**config.mk**
```make
export PLATFORM = sky130hd
export DESIGN_NAME = bcd_serial_add_ctrl
export DESIGN_NICKNAME = d
export VERILOG_FILES = /design/src/rtl/bcd_serial_add_ctrl.sv
export SDC_FILE = /design/constraint.sdc
export NUM_CORES = 1
export LEC_CHECK = 0
export ABC_CLOCK_PERIOD_IN_PS = 4450
export BUFFER_PORTS_ARGS = -buffer_cell sky130_fd_sc_hd__buf_2
export CORE_UTILIZATION = 56
export CTS_CLUSTER_DIAMETER = 150
export DETAILED_ROUTE_END_ITERATION = 8
export HOLD_SLACK_MARGIN = 0.12
export PLACE_DENSITY = 0.85
export SLEW_MARGIN = 20
export SYNTH_ARGS = -nofsm -noshare
export SYNTH_HDL_FRONTEND = slang
export SYNTH_SLANG_ARGS = --single-unit
```
**constraint.sdc**
```tcl
create_clock -name clk -period 4.45 [get_ports clk]
set_input_delay 0.89 -clock clk [delete_from_list [all_inputs] [get_ports clk]]
set_output_delay 0.89 -clock clk [all_outputs]
set_load 0.01 [all_outputs]
```
**src/rtl/bcd_serial_add_ctrl.sv**
```systemverilog
// Digit-serial BCD adder controller: sequences one external one-digit BCD adder
// across NDIGITS digits. Define BCD_DIGIT_CHECK_EN to add the err port and operand digit checking.
module bcd_serial_add_ctrl #(
  parameter int NDIGITS = 4
) (
  input  logic                 clk,
  input  logic                 rst,
  input  logic                 start,
  input  logic [4*NDIGITS-1:0] augend,
  input  logic [4*NDIGITS-1:0] addend,
  input  logic                 cin,
  output logic [3:0]           dig_a,
  output logic [3:0]           dig_b,
  output logic                 dig_cin,
  input  logic [3:0]           dig_sum,
  input  logic                 dig_cout,
  output logic                 busy,
  output logic                 done,
  output logic [4*NDIGITS-1:0] sum,
  output logic                 cout
`ifdef BCD_DIGIT_CHECK_EN
  ,
  output logic                 err
`endif
);

  localparam int W  = 4 * NDIGITS;
  localparam int IW = (NDIGITS > 1) ? $clog2(NDIGITS) : 1;
  localparam logic [IW-1:0] LAST = IW'(NDIGITS - 1);

  localparam logic [1:0] IDLE = 2'd0;
  localparam logic [1:0] RUN  = 2'd1;
  localparam logic [1:0] DONE = 2'd2;

  logic [1:0]    state_q;
  logic [IW-1:0] idx_q;
  logic [W-1:0]  aug_q;
  logic [W-1:0]  add_q;
  logic          carry_q;

`ifdef BCD_DIGIT_CHECK_EN
  function automatic logic has_bad_digit(input logic [W-1:0] v);
    logic bad;
    bad = 1'b0;
    for (int i = 0; i < NDIGITS; i++) begin
      if (v[4*i +: 4] > 4'd9) bad = 1'b1;
    end
    return bad;
  endfunction

  logic bad_operand;
  assign bad_operand = has_bad_digit(augend) | has_bad_digit(addend);
`endif

  // Operands are captured at acceptance so callers may change them mid-run.
  always_ff @(posedge clk or posedge rst) begin
    if (rst) begin
      state_q <= IDLE;
      idx_q   <= '0;
      aug_q   <= '0;
      add_q   <= '0;
      carry_q <= 1'b0;
      sum     <= '0;
      cout    <= 1'b0;
`ifdef BCD_DIGIT_CHECK_EN
      err     <= 1'b0;
`endif
    end else begin
      case (state_q)
        IDLE: begin
          if (start) begin
            aug_q   <= augend;
            add_q   <= addend;
            carry_q <= cin;
            idx_q   <= '0;
`ifdef BCD_DIGIT_CHECK_EN
            err     <= bad_operand;
            state_q <= bad_operand ? DONE : RUN;
`else
            state_q <= RUN;
`endif
          end
        end
        RUN: begin
          sum[{idx_q, 2'b00} +: 4] <= dig_sum;
          carry_q <= dig_cout;
          idx_q   <= idx_q + 1'b1;
          if (idx_q == LAST) begin
            cout    <= dig_cout;
            state_q <= DONE;
          end
        end
        DONE:    state_q <= IDLE;
        default: state_q <= IDLE;
      endcase
    end
  end

  // The external adder only sees live digits while running; otherwise zeros.
  always_comb begin
    dig_a   = 4'd0;
    dig_b   = 4'd0;
    dig_cin = 1'b0;
    if (state_q == RUN) begin
      dig_a   = aug_q[{idx_q, 2'b00} +: 4];
      dig_b   = add_q[{idx_q, 2'b00} +: 4];
      dig_cin = carry_q;
    end
  end

  assign busy = (state_q == RUN) || (state_q == DONE);
  assign done = (state_q == DONE);

endmodule

```
**After elaboration in Yosys (flattened, before gate mapping)**

Index checks and enable logic that the tools add are counted.
W data, S select, Z words.

- Register bits: 54
- Latch bits: 0
- RAM bits: 0
- Memory bits (read-only): 0
- Word-level logic and storage cells: 36
- Memories kept: 0

- Add/subtract/negate cells: 2
- Multipliers: 0
- Div/mod/pow operators: 0
- $lt $le $gt $ge: 0
- Eq/ne operators: 5
- Shift-type cells: 4
- Mux-type cells: 11
- Bitwise gates (word level): 0
- Reductions and logical operators: 7

Operator list:

| kind | number |
|---|---|
| $shiftx A16 B5 Y4 | 2 |
| $bwmux W16 | 1 |
| $shift A4 B6 Y16 const A | 1 |
| $shiftx A4 B6 Y16 | 1 |
| $mux W4 | 2 |
| $pmux W2 S2 | 2 |
| $reduce_and A2 Y1 | 4 |
| $mux W2 | 3 |
| $neg A4 Y6 | 1 |
| $eq A2 B2 Y1 const B | 2 |
| $ne A2 B2 Y1 const B | 2 |
| $add A2 B1 Y2 const B | 1 |
| $eq A2 B1 Y1 const B | 1 |
| $logic_not A2 Y1 | 1 |
| $mux W1 | 2 |
| $pmux W1 S2 | 1 |
| $reduce_bool A2 Y1 | 1 |
| $logic_or A1 B1 Y1 | 1 |

**Logic depth before layout (Yosys ltp)**

- Depth after elaboration: 3
- Gate-level depth with buffers: 6
- Mapped depth without buffers: 5

**Worst setup path before layout**

Ideal clock, no wire load.

- Kind: register -> output
- From: reg idx_q[0]
- To: out dig_a[0]
- Data arrival time: 1.352 ns
- Data required time: 3.560 ns
- Path slack: 2.208 ns
- Cell stages (with the launch flop): 4
- Path buffers: 1
- Cell sequence: dfrtp_1 > buf_4 > mux4_2 > and2_1

- Word-level cells in the longest chain between the ends: 2

RTL lines:

| what | RTL line | source |
|---|---|---|
| start: declaration | 36 | `logic [IW-1:0] idx_q;` |
| start signal: assignment | 87 | `idx_q <= idx_q + 1'b1;` |
| $shiftx A16 B5 Y4 | 105 | `dig_a = aug_q[{idx_q, 2'b00} +: 4];` |
| $mux W4 | 104 | `if (state_q == RUN) begin` |
| end: declaration | 12 | `output logic [3:0] dig_a,` |

Every way passes these cells.

**Worst setup path in the final report**

- From: reg idx_q[0]
- To: out dig_b[3]

- Word-level cells in the longest chain between the ends: 2

RTL lines:

| what | RTL line | source |
|---|---|---|
| $shiftx A16 B5 Y4 | 106 | `dig_b = add_q[{idx_q, 2'b00} +: 4];` |
| $mux W4 | 104 |  |
| end: declaration | 13 | `output logic [3:0] dig_b,` |

Every way passes these cells.

==> key figures <==
Place
  • IO buf count: 68
  • GP Congestion: roughly 0.79
  • Area after DPL: 2880 um2
  • HPWL Detailed: approximately 3.3 mm

Power
  • Static Leak: between 1 and 1.5 nW
  • Power per Cell Area: between 600 and 700 nW/um2
  • Worst IR Drop VDD: 343 uV

Clock tree
  • CTS root buf: clkbuf_8
  • Later-pin clock latency in the skew report: 310 ps
  • Post_cts resized: 0
  • Total setup buffers inserted after CTS: 0
  • TritonCTS clock tree: yes
  • Clk buf depth: 2
  • H-tree depth: 2
  • # clock sinks: 54
  • Hold buffers post-CTS: 0
  • Num CTS Buffers: 5
  • Clk slew on worst S/H paths: 90 ps

STA
  • Post-route setup TNS: 0 ps
  • Final slew viol count: 0
  • Rel. slew slack: 40.6%
  • Final min period: 2990 ps
  • Least-Margin Pin Slew: a little under 900 ps
  • Final setup viols: 0
  • Final clock skew: 7.26 ps
  • Unrepaired setup endpoints after global routing: no
  • Hold Violations, Final: 0
  • Final period util: 67.2%
  • Fmax: 0.334 GHz

Detailed routing
  • Number of remaining DRC errors: 0
  • DR vias: 1626
  • First-pass DRT Iterations: 4
  • Routed Antenna Nets: 0
  • Wirelength, routed: between 4 and 5 mm
  • Routed WL per cell: 15.2 um
  • Via density: 5.38
  • Initial DRC count: 66

Final layout
  • Layout area overhead: 18.7%
  • Finished Cell Area: around 3000 um2
  • Sequential cell area: 1350 um2
  • Share of cells above drive strength 1: 35.7%
  • Fin nets: 301
  • Multi-input gate area: 1090 um2
  • Fillers: 288
  • Ant diodes: 0

Worst setup path
  • Worst path top cell family by delay: flip-flops
  • Arr. time, crit path: about 2100 ps
  • Slowest CP cell: dfrtp_1
  • Worst Setup Start Kind: flop
  • Setup CP Type: reg2out
  • Critical path peak fanout: 17
  • Crit path buf inv count: 1
  • Worst setup EP type: output pin
  • Largest stage delay, worst path: 850 ps
  • Required time worst endpoint: 3560 ps
  • Critical-path cell list: mux4_1, and2_1, buf_2

Logic synthesis
  • Sequential-to-total area share from yosys stat: 54.1%
  • Synth Instances: 182
  • Syn Area/Cell: 13.7 um2
  • Synth unique cells: 26
  • Mapped cell area: 2500 um2
  • Yosys Warn Count: 0
  • Synth Register Bits: 54
  • Syn_nets: 232

Global route
  • First-pass GRT wire length: 7.64 mm
  • Pin count of the biggest net entering global routing: 55
  • Initial antenna violation count: 0
  • GRT Resource Usage Total: between 20 and 25%
  • Vias in the first global route: roughly 1600
  • Congestion Overflow GR: 0

Status
  • Status: finished, final reports clean

Floorplan
  • CORE AREA: 4140 um2
  • Initial core utilization: 60.3%
  • Die Width: 68.8 um
  • Row count: 23
  • Top Ports: 69
  • Die height: slightly below 70 um
  • Die area: 4740 um2

Worst hold path
  • Worst hold path class: reg2reg

Flow run
  • MaxCap Viol Count: 0
## per-layer routing
layer | GRT usage [%] | routed length (um)
met5 | 0 | 0
met4 | 9.18 | 57
met3 | 4.93 | 272
met2 | 37.3 | 2230
met1 | 29.9 | 2020
## registers in the layout, summed over array words and instances, names as in the netlist
signal and flops:
sum 16, add_q 16, cout 1, aug_q 16
idx_q 2, state_q 2, carry_q 1
## placed cells by master, fill, tap and decap left out, drive strengths merged
master,instances
a21oi,5
a22o,12
and2,9
buf,69
clkbuf,5
clkinv,3
clkinvlp,1
dfrtp,54
ha,9
inv,6
mux2,34
mux2i,1
mux4,8
nand2,16
nand2b,4
nand3,2
nor2,1
nor3,1
nor3b,1
nor4,1
o211ai,1
o21ai,5
o221ai,1
o22ai,2
or3b,1
## power breakdown
group / switching (W) / internal (W)
Clock: 0.000159 / 0.000111
Combinational: 0.000415 / 0.000461
Sequential: 0.000160 / 0.000713
Total: 0.000734 / 0.00129
## cell type report
type / count / share of cell area [%]
clock buffer: 5 / 2.32
clock inverter: 3 / 0.717
inverter: 7 / 0.928
multi-input combinational: 114 / 36.7
sequential: 54 / 45.6
tap: 50 / 2.11
timing repair buffer: 69 / 11.7
## stage by stage
step / hold slack (ps) / util [%] / setup WS [ps] / power, W / std cells
after floorplan: 456 / - / 2210 / 0.00151 / 182
after global placement: 466 / 69.4 / 1790 / 0.00173 / 294
after detailed placement: 476 / 69.4 / 1780 / 0.00177 / 294
after CTS: 499 / 71.6 / 1430 / 0.00204 / 302
after global routing: 505 / 71.6 / 1350 / 0.00219 / 302
final: 495 / 71.6 / 1460 / 0.00202 / 302
## final timing paths
check | from | to | slack, ps | depth (start not counted)
min in group asynchronous | rst | sum[2] | 730 | 2
min reg2reg | aug_q[3] | aug_q[3] | 500 | 1
max reg2reg | idx_q[0] | sum[11] | 2280 | 5
max | idx_q[0] | dig_b[3] | 1460 | 3
min | aug_q[3] | aug_q[3] | 500 | 1
max in group asynchronous | rst | sum[13] | 3190 | 2
## synthesized netlist by cell type (all sizes together)
master	number	area [um2]
dfrtp	54	1350
mux2	34	383
nand2	16	60.1
a22o	12	105
and2	9	56.3
ha	9	113
mux4	8	188
inv	7	26.3
a21oi	5	25.0
buf	5	27.5
o21ai	5	25.0
nand2b	4	25.0
clkbuf	2	7.51
nand3	2	10.0
o22ai	2	12.5
mux2i	1	10.0
nor2	1	6.26
nor3	1	16.3
nor3b	1	12.5
nor4	1	12.5
o211ai	1	7.51
o221ai	1	8.76
or3b	1	11.3
## cell families (layout without fill, tap and decap cells)
kind of cell    after synthesis  after routing  synth area share (%)
simple gates                 36             36                  8.41
fa+ha+maj                     9              9                  4.50
mux                          43             43                  23.2
buf+inv                      14             84                  2.45
flops                        54             54                  54.1
compound gates               26             26                  7.36
(Power assumes the default switching activity.)
